$ cat config.mk
export PLATFORM = sky130hd
export DESIGN_NAME = wb_fwd_pipe_flat
export DESIGN_NICKNAME = d
export VERILOG_FILES = /design/src/rtl/wb_fwd_pipe_pkg.sv /design/src/rtl/wb_fwd_pipe_if.sv /design/src/rtl/wb_fwd_pipe_chk.sv /design/src/rtl/wb_fwd_pipe_stage.sv /design/src/rtl/wb_fwd_pipe.sv /design/src/flat_wrapper.sv
export SDC_FILE = /design/constraint.sdc
export NUM_CORES = 1
export LEC_CHECK = 0
export BUFFER_PORTS_ARGS = -buffer_cell sky130_fd_sc_hd__buf_2
export CORE_UTILIZATION = 49
export CTS_BUF_LIST = sky130_fd_sc_hd__clkbuf_8
export CTS_CLUSTER_DIAMETER = 60
export CTS_CLUSTER_SIZE = 8
export DETAILED_ROUTE_END_ITERATION = 6
export PLACE_DENSITY = 0.84
export SLEW_MARGIN = 20
export SYNTH_ARGS = -nofsm -noshare
export SYNTH_HDL_FRONTEND = slang
export SYNTH_SLANG_ARGS = --single-unit
$ cat constraint.sdc
create_clock -name clk -period 2.37 [get_ports clk]
set_input_delay 0.1185 -clock clk [delete_from_list [all_inputs] [get_ports clk]]
set_output_delay 0.1185 -clock clk [all_outputs]
set_load 0.01 [all_outputs]
$ cat src/rtl/wb_fwd_pipe_pkg.sv
// -----------------------------------------------------------------------------
// wb_fwd_pkg
// Shared encodings for the write-back select / forwarding pipeline:
//   - destination-register select codes presented by the D stage
//   - forwarding-source codes reported per read port
//   - reference stage record {valid, wa, tnew, data} at the core's default widths
// -----------------------------------------------------------------------------
package wb_fwd_pkg;

    // Destination select at D
    typedef enum logic [1:0] {
        WA_RT   = 2'd0,
        WA_RD   = 2'd1,
        WA_RA   = 2'd2,
        WA_NONE = 2'd3
    } wa_sel_e;

    // Forwarding source per read port
    typedef enum logic [1:0] {
        FWD_GRF = 2'd0,
        FWD_E   = 2'd1,
        FWD_M   = 2'd2,
        FWD_W   = 2'd3
    } fwd_sel_e;

    // Core default widths
    localparam int DEF_DW  = 32;
    localparam int DEF_AW  = 5;
    localparam int DEF_TNW = 2;

    // Link register number used by jal / jalr
    localparam int RA_NUM  = 31;

    // One in-flight producer as carried through E/M/W (default widths)
    typedef struct packed {
        logic                valid;
        logic [DEF_AW-1:0]   wa;
        logic [DEF_TNW-1:0]  tnew;
        logic [DEF_DW-1:0]   data;
    } stage_t;

endpackage : wb_fwd_pkg

$ cat src/rtl/wb_fwd_pipe_if.sv
// -----------------------------------------------------------------------------
// wb_fwd_pipe_if
// Bundles the D-stage producer description, stage results, D read ports and
// the GRF write port of the forwarding pipeline.
//   master : the core side (drives instruction info, results, read addresses)
//   slave  : wb_fwd_pipe (returns forwarded operands, stall, GRF write port)
// -----------------------------------------------------------------------------
interface wb_fwd_pipe_if #(
    parameter int DW  = 32,
    parameter int AW  = 5,
    parameter int NRD = 2,
    parameter int TNW = 2
);
    logic                 id_valid;
    logic [1:0]           id_wa_sel;
    logic [AW-1:0]        id_rt;
    logic [AW-1:0]        id_rd;
    logic [TNW-1:0]       id_tnew;
    logic [DW-1:0]        id_data;
    logic [DW-1:0]        e_res;
    logic [DW-1:0]        m_res;
    logic                 flush_e;
    logic [NRD*AW-1:0]    rd_addr;
    logic [NRD-1:0]       rd_en;
    logic [NRD*DW-1:0]    grf_rdata;
    logic [NRD*DW-1:0]    fwd_data;
    logic [NRD*2-1:0]     fwd_sel;
    logic                 stall;
    logic                 grf_we;
    logic [AW-1:0]        grf_wa;
    logic [DW-1:0]        grf_wd;

    modport master (
        output id_valid, id_wa_sel, id_rt, id_rd, id_tnew, id_data,
        output e_res, m_res, flush_e, rd_addr, rd_en, grf_rdata,
        input  fwd_data, fwd_sel, stall, grf_we, grf_wa, grf_wd
    );

    modport slave (
        input  id_valid, id_wa_sel, id_rt, id_rd, id_tnew, id_data,
        input  e_res, m_res, flush_e, rd_addr, rd_en, grf_rdata,
        output fwd_data, fwd_sel, stall, grf_we, grf_wa, grf_wd
    );
endinterface : wb_fwd_pipe_if

$ cat src/rtl/wb_fwd_pipe_chk.sv
// -----------------------------------------------------------------------------
// wb_fwd_pipe_chk
// Protocol checks for wb_fwd_pipe.
//   clk, reset : pipeline clock and synchronous reset
//   m_tnew     : tnew of the producer currently in M
// A producer in M may still be waiting for at most its own M-stage result.
// -----------------------------------------------------------------------------
module wb_fwd_pipe_chk #(
    parameter int TNW = 2
) (
    input logic           clk,
    input logic           reset,
    input logic [TNW-1:0] m_tnew
);

    // Producer latency beyond the M stage is not supported
    a_m_tnew_le1: assert property (@(posedge clk) disable iff (reset)
        m_tnew <= {{(TNW-1){1'b0}}, 1'b1});

endmodule : wb_fwd_pipe_chk

$ cat src/rtl/wb_fwd_pipe_stage.sv
// -----------------------------------------------------------------------------
// wb_stage_reg
// One pipeline stage register holding {valid, wa, tnew, data}.
//   clk, reset : rising-edge clock, synchronous active-high reset
//   bubble     : load an empty producer instead of the input
//   in_*       : producer record from the previous stage
//   res        : result computed in the previous stage this cycle
//   q_*        : registered producer record
// With RESOLVE set, a producer whose tnew was non-zero takes its value from
// res and its tnew counts down by one; otherwise the record passes unchanged
// (used for E, which loads straight from D).
// -----------------------------------------------------------------------------
module wb_stage_reg #(
    parameter int DW      = 32,
    parameter int AW      = 5,
    parameter int TNW     = 2,
    parameter bit RESOLVE = 1'b1
) (
    input  logic           clk,
    input  logic           reset,
    input  logic           bubble,
    input  logic           in_valid,
    input  logic [AW-1:0]  in_wa,
    input  logic [TNW-1:0] in_tnew,
    input  logic [DW-1:0]  in_data,
    input  logic [DW-1:0]  res,
    output logic           q_valid,
    output logic [AW-1:0]  q_wa,
    output logic [TNW-1:0] q_tnew,
    output logic [DW-1:0]  q_data
);

    logic [TNW-1:0] nxt_tnew_s;
    logic [DW-1:0]  nxt_data_s;

    // Resolve data source and count tnew down when the result arrives here
    always_comb begin
        nxt_tnew_s = in_tnew;
        nxt_data_s = in_data;
        if (RESOLVE && (in_tnew != {TNW{1'b0}})) begin
            nxt_tnew_s = in_tnew - {{(TNW-1){1'b0}}, 1'b1};
            nxt_data_s = res;
        end else begin
            nxt_tnew_s = in_tnew;
            nxt_data_s = in_data;
        end
    end

    // Stage register with reset / bubble clearing
    always_ff @(posedge clk) begin
        if (reset || bubble) begin
            q_valid <= 1'b0;
            q_wa    <= {AW{1'b0}};
            q_tnew  <= {TNW{1'b0}};
            q_data  <= {DW{1'b0}};
        end else begin
            q_valid <= in_valid;
            q_wa    <= in_wa;
            q_tnew  <= nxt_tnew_s;
            q_data  <= nxt_data_s;
        end
    end

endmodule : wb_stage_reg

$ cat src/rtl/wb_fwd_pipe.sv
// -----------------------------------------------------------------------------
// wb_fwd_pipe
// Write-back select and forwarding pipeline for the 5-stage MIPS core.
//   clk, reset : rising-edge clock, synchronous active-high reset
//   bus        : wb_fwd_pipe_if slave -- D producer info, E/M results,
//                D read ports (addr/en/raw GRF data), forwarded operands,
//                stall, GRF write port (driven from the W stage)
// D picks the destination register; E/M/W carry {valid, wa, tnew, data}.
// Each read port takes the youngest matching producer: a ready one forwards,
// a pending one (tnew > 0) on an enabled port stalls D.
// -----------------------------------------------------------------------------
module wb_fwd_pipe
    import wb_fwd_pkg::*;
#(
    parameter int DW  = 32,
    parameter int AW  = 5,
    parameter int NRD = 2,
    parameter int TNW = 2
) (
    input  logic          clk,
    input  logic          reset,
    wb_fwd_pipe_if.slave  bus
);

    logic [AW-1:0]  dest_wa_s;
    logic           dest_we_s;
    logic           stall_s;
    logic [NRD-1:0] stall_v_s;

    logic           e_valid_r, m_valid_r, w_valid_r;
    logic [AW-1:0]  e_wa_r,    m_wa_r,    w_wa_r;
    logic [TNW-1:0] e_tnew_r,  m_tnew_r,  w_tnew_r;
    logic [DW-1:0]  e_data_r,  m_data_r,  w_data_r;

    // Destination register select; r0 or "no write" yields no producer
    always_comb begin
        dest_wa_s = {AW{1'b0}};
        dest_we_s = 1'b0;
        case (wa_sel_e'(bus.id_wa_sel))
            WA_RT:   dest_wa_s = bus.id_rt;
            WA_RD:   dest_wa_s = bus.id_rd;
            WA_RA:   dest_wa_s = AW'(RA_NUM);
            WA_NONE: dest_wa_s = {AW{1'b0}};
            default: dest_wa_s = {AW{1'b0}};
        endcase
        if (dest_wa_s != {AW{1'b0}}) begin
            dest_we_s = 1'b1;
        end else begin
            dest_we_s = 1'b0;
        end
    end

    wb_stage_reg #(.DW(DW), .AW(AW), .TNW(TNW), .RESOLVE(1'b0)) u_e (
        .clk      (clk),
        .reset    (reset),
        .bubble   (stall_s | bus.flush_e),
        .in_valid (bus.id_valid & dest_we_s),
        .in_wa    (dest_wa_s),
        .in_tnew  (bus.id_tnew),
        .in_data  (bus.id_data),
        .res      ({DW{1'b0}}),
        .q_valid  (e_valid_r),
        .q_wa     (e_wa_r),
        .q_tnew   (e_tnew_r),
        .q_data   (e_data_r)
    );

    wb_stage_reg #(.DW(DW), .AW(AW), .TNW(TNW), .RESOLVE(1'b1)) u_m (
        .clk      (clk),
        .reset    (reset),
        .bubble   (1'b0),
        .in_valid (e_valid_r),
        .in_wa    (e_wa_r),
        .in_tnew  (e_tnew_r),
        .in_data  (e_data_r),
        .res      (bus.e_res),
        .q_valid  (m_valid_r),
        .q_wa     (m_wa_r),
        .q_tnew   (m_tnew_r),
        .q_data   (m_data_r)
    );

    wb_stage_reg #(.DW(DW), .AW(AW), .TNW(TNW), .RESOLVE(1'b1)) u_w (
        .clk      (clk),
        .reset    (reset),
        .bubble   (1'b0),
        .in_valid (m_valid_r),
        .in_wa    (m_wa_r),
        .in_tnew  (m_tnew_r),
        .in_data  (m_data_r),
        .res      (bus.m_res),
        .q_valid  (w_valid_r),
        .q_wa     (w_wa_r),
        .q_tnew   (w_tnew_r),
        .q_data   (w_data_r)
    );

    wb_fwd_pipe_chk #(.TNW(TNW)) u_chk (
        .clk    (clk),
        .reset  (reset),
        .m_tnew (m_tnew_r)
    );

    // W drives the GRF write port; the write lands at the next edge
    assign bus.grf_we = w_valid_r;
    assign bus.grf_wa = w_wa_r;
    assign bus.grf_wd = w_data_r;

    for (genvar i = 0; i < NRD; i++) begin : g_rd
        logic [AW-1:0] addr_s;
        logic          hit_e_s, hit_m_s, hit_w_s;
        logic [1:0]    sel_s;
        logic [DW-1:0] data_s;
        logic          stall_i_s;

        assign addr_s  = bus.rd_addr[i*AW +: AW];
        assign hit_e_s = e_valid_r && (e_wa_r == addr_s) && (addr_s != {AW{1'b0}});
        assign hit_m_s = m_valid_r && (m_wa_r == addr_s) && (addr_s != {AW{1'b0}});
        assign hit_w_s = w_valid_r && (w_wa_r == addr_s) && (addr_s != {AW{1'b0}});

        // Youngest match decides; a pending one is never bypassed by an older one
        always_comb begin
            sel_s     = FWD_GRF;
            data_s    = bus.grf_rdata[i*DW +: DW];
            stall_i_s = 1'b0;
            if (hit_e_s) begin
                sel_s     = FWD_E;
                data_s    = e_data_r;
                stall_i_s = (e_tnew_r != {TNW{1'b0}}) && bus.rd_en[i];
            end else if (hit_m_s) begin
                sel_s     = FWD_M;
                data_s    = m_data_r;
                stall_i_s = (m_tnew_r != {TNW{1'b0}}) && bus.rd_en[i];
            end else if (hit_w_s) begin
                sel_s     = FWD_W;
                data_s    = w_data_r;
                stall_i_s = (w_tnew_r != {TNW{1'b0}}) && bus.rd_en[i];
            end else begin
                sel_s     = FWD_GRF;
                data_s    = bus.grf_rdata[i*DW +: DW];
                stall_i_s = 1'b0;
            end
        end

        assign bus.fwd_sel[i*2 +: 2]   = sel_s;
        assign bus.fwd_data[i*DW +: DW] = data_s;
        assign stall_v_s[i]            = stall_i_s;
    end

    assign stall_s   = |stall_v_s;
    assign bus.stall = stall_s;

endmodule : wb_fwd_pipe
$ cat src/flat_wrapper.sv
// flat-port wrapper written by rule: the top's interface ports become plain ports
module wb_fwd_pipe_flat import wb_fwd_pkg::*;
#(
    parameter int DW  = 32,
    parameter int AW  = 5,
    parameter int NRD = 2,
    parameter int TNW = 2
)
  (clk, reset, bus_id_valid, bus_id_wa_sel, bus_id_rt, bus_id_rd, bus_id_tnew, bus_id_data, bus_e_res, bus_m_res, bus_flush_e, bus_rd_addr, bus_rd_en, bus_grf_rdata, bus_fwd_data, bus_fwd_sel, bus_stall, bus_grf_we, bus_grf_wa, bus_grf_wd);
  wb_fwd_pipe_if #(.DW(DW), .AW(AW), .NRD(NRD), .TNW(TNW)) bus_i ();
  input  logic clk;
  input  logic reset;
  input wire logic [$bits(bus_i.id_valid)-1:0] bus_id_valid;
  input wire logic [$bits(bus_i.id_wa_sel)-1:0] bus_id_wa_sel;
  input wire logic [$bits(bus_i.id_rt)-1:0] bus_id_rt;
  input wire logic [$bits(bus_i.id_rd)-1:0] bus_id_rd;
  input wire logic [$bits(bus_i.id_tnew)-1:0] bus_id_tnew;
  input wire logic [$bits(bus_i.id_data)-1:0] bus_id_data;
  input wire logic [$bits(bus_i.e_res)-1:0] bus_e_res;
  input wire logic [$bits(bus_i.m_res)-1:0] bus_m_res;
  input wire logic [$bits(bus_i.flush_e)-1:0] bus_flush_e;
  input wire logic [$bits(bus_i.rd_addr)-1:0] bus_rd_addr;
  input wire logic [$bits(bus_i.rd_en)-1:0] bus_rd_en;
  input wire logic [$bits(bus_i.grf_rdata)-1:0] bus_grf_rdata;
  output wire logic [$bits(bus_i.fwd_data)-1:0] bus_fwd_data;
  output wire logic [$bits(bus_i.fwd_sel)-1:0] bus_fwd_sel;
  output wire logic [$bits(bus_i.stall)-1:0] bus_stall;
  output wire logic [$bits(bus_i.grf_we)-1:0] bus_grf_we;
  output wire logic [$bits(bus_i.grf_wa)-1:0] bus_grf_wa;
  output wire logic [$bits(bus_i.grf_wd)-1:0] bus_grf_wd;
  assign bus_i.id_valid = bus_id_valid;
  assign bus_i.id_wa_sel = bus_id_wa_sel;
  assign bus_i.id_rt = bus_id_rt;
  assign bus_i.id_rd = bus_id_rd;
  assign bus_i.id_tnew = bus_id_tnew;
  assign bus_i.id_data = bus_id_data;
  assign bus_i.e_res = bus_e_res;
  assign bus_i.m_res = bus_m_res;
  assign bus_i.flush_e = bus_flush_e;
  assign bus_i.rd_addr = bus_rd_addr;
  assign bus_i.rd_en = bus_rd_en;
  assign bus_i.grf_rdata = bus_grf_rdata;
  assign bus_fwd_data = bus_i.fwd_data;
  assign bus_fwd_sel = bus_i.fwd_sel;
  assign bus_stall = bus_i.stall;
  assign bus_grf_we = bus_i.grf_we;
  assign bus_grf_wa = bus_i.grf_wa;
  assign bus_grf_wd = bus_i.grf_wd;
  wb_fwd_pipe #(.DW(DW), .AW(AW), .NRD(NRD), .TNW(TNW)) u_core (.clk(clk), .reset(reset), .bus(bus_i));
endmodule
==> metrics.txt <==
Initial Util=0.5041; clk_lat worst skew=0.45 ns; final period utilization=1.298; Longest Clk Path Bufs=2; Routed Antenna Nets=0; Root Driver=clkbuf_8; H-tree depth=4; reg2reg start=u_core.u_w.q_wa[0]; clock-pin slew on the worst setup and hold paths=0.07 ns; max-slew violation count=0; I/O Buffers=296; area grow syn2layout=72.82%; Setup Skew=0.01151 ns; post-synthesis compound-gate area fraction=0.2351; global-route wire length before repair=45.91 mm; Vias/cell=6.396; routed via count=9306; core area=0.01262 mm^2; Synth warnings=0; Hold Path Origin=bus_id_rd[4]; most common cell after layout, fill and taps aside=buf_2; RePlAce Congestion=0.8924; detailed placer's ending HPWL=16.30 mm; Post-Synth XOR/XNOR Area=0.04131; multiplexer share of the synthesized area=0.05350; pin count of the biggest net entering global routing=57; Max VDD drop=0.3919 mV; I/O pin total=297; syn nets=1054; commonest non-fill, non-tap cells in the layout=buf_2 (280), nand2_1 (170), dfxtp_1 (111), dlygate4sd3_1 (100), a21oi_1 (95); final setup fails=105; initial antenna violation count=2; Netlist cell types=34; die area=0.01344 mm^2; register area share after synthesis=0.3777; Total Wirelength=34.91 mm; Setup WS post-layout=-0.7057 ns; P per Cell Area=465.7 mW/mm^2; relative slew slack=0.3559; chip width=115.9 um; status=finished, violations left; Async SR Flop Fraction=0; MaxCap Viol Count=0; Worst Setup Slack post-DPL=0.03512 ns; total gr overflow=0; Worst Tran Pin Value=0.9639 ns; Iter 0 DRT Violations=1683; P_leak=0.005146 uW; RSZ-0062 raised after global routing=yes; Nets=1457; Adder-Cell Fraction of Synth Area=0; largest family of logic cells by synthesized area=simple AND/OR/NAND/NOR gates; Final Util=0.8711; Num CTS Buffers=17; Crit path required time=2.25 ns; reg2reg setup slack=-0.08 ns; CTS tree=done; Fmax=325.1 MHz; Synth Area in Simple Gates=0.2431; Critical Path AT=2.96 ns; CP Capture Type=output port; Mean Syn Cell Area=7.362 um^2; layout cells sized above 1=0.3992; wire length per cell=23.99 um; Hold Crit Class=primary input to register; Setup Crit Path Kind=register to output port; Setup crit start=u_core.u_m.q_wa[3]; failing checks=setup timing; # rows=41; DR pass1 iterations=7; Mapped Area=0.006361 mm^2; vias in the first global route=8808; final-report hold violation count=0; clock tree sinks=120; Main synth FF type=dfxtp_1; Post-synth EDFFs=0; crit-path max FO=18; Setup crit start kind=register; DRC viols=0; gr usage total=0.4571; Die H=115.9 um; fin crit period=3.076 ns; Cells after Synth=864; synthesis-stage register bit count=120
[registers in the layout, summed over array words and instances, names as in the netlist, 2 cells and up]
signal             cells
u_core.u_e.q_data     32
u_core.u_e.q_tnew      2
u_core.u_e.q_wa        5
u_core.u_m.q_data     32
u_core.u_m.q_tnew      2
u_core.u_m.q_wa        5
u_core.u_w.q_data     32
u_core.u_w.q_tnew      2
u_core.u_w.q_wa        5
[power breakdown]
group	internal, uW	total [uW]	switching (uW)
sequential	2100	2190	92.5
clock	1050	1930	881
combinational	503	997	493
total	3650	5120	1470
[cell usage after synthesis (14+ instances only)]
| cell type | count | area, um^2 |
|---|---|---|
| nand2_1 | 202 | 758.2 |
| a21oi_1 | 101 | 505.5 |
| o21ai_0 | 36 | 180.2 |
| xnor2_1 | 14 | 122.6 |
| buf_2 | 17 | 85.08 |
| dfxtp_1 | 120 | 2402 |
| nand3_1 | 39 | 195.2 |
| mux2i_1 | 34 | 340.3 |
| clkbuf_1 | 55 | 206.5 |
| xor2_1 | 16 | 140.1 |
| a311oi_1 | 32 | 280.3 |
| nor2_1 | 79 | 296.5 |
| a21o_1 | 66 | 495.5 |
[path summary, 6_finish.rpt]
kind	endpoint	cells after the start
max	bus_fwd_data[0]	8
min reg2reg	u_core.u_w.q_data[13]	2
min	u_core.u_e.q_wa[4]	3
max reg2reg	u_core.u_e.q_data[21]	10
[metal layers]
| metal | global-route usage | vias to the layer above | wire length, um |
|---|---|---|---|
| met2 | 0.7198 | 1029 | 15540 |
| met1 | 0.4766 | 4153 | 11150 |
| met5 | 0.04444 | - | 57 |
| met4 | 0.3282 | 2 | 3044 |
| met3 | 0.2165 | 325 | 5119 |
| li1 | - | 3797 | - |
[layout make-up]
cell class                      count  area (um^2)
Tap cell                          172        215.2
Timing Repair Buffer              458         3586
Antenna cell                        3        7.507
Fill cell                         626         1627
Sequential cell                   120         2421
Inverter                            4        15.01
Clock buffer                       18        247.7
Multi-Input combinational cell    666         4342
Clock inverter                     14        158.9
[logic make-up after synthesis]
family | count (synthesis)
AND/OR/NAND/NOR | 364
AO/OA/AOI/OAI | 238
flip-flops | 120
buffers and inverters | 78
multiplexers | 34
XOR/XNOR | 30
[through the flow]
| stage | area [um^2] | hold slack, ns | setup TNS, ns | std cells | total power, uW |
|---|---|---|---|---|---|
| global route | 10990 | 0.07110 | -24.05 | 1454 | 5282 |
| finish | 10990 | 0.03778 | -19.00 | 1455 | 5119 |
| global placement | 8120 | 0.3481 | 0 | 1286 | 2877 |
| CTS | 10320 | 0.04631 | -8.999 | 1445 | 4919 |
| floorplan | 6361 | 0.2444 | 0 | 864 | 2541 |
| detailed placement | 8120 | 0.3540 | 0 | 1286 | 2891 |
[critical path: stages, from the launching register on]
cell      delay, ns
dfxtp_4        0.36
xnor2_2        0.16
nand4_1        0.12
or4_4          0.66
buf_12         0.22
nor2_1         0.53
a311oi_2       0.13
a21o_1         0.19
buf_2          0.14
[timing repair]
item | 4_1_cts | 5_1_grt
resized for setup | 97 | 129
pin swaps | 48 | 46
setup buffers | 16 | 6
setup endpoints to repair | 67 | 86
hold buffers | 100 | 0
gates cloned | 11 | 3
endpoints found under the hold margin | 99 | 0
Note: power is estimated with default switching activity, not from simulation.
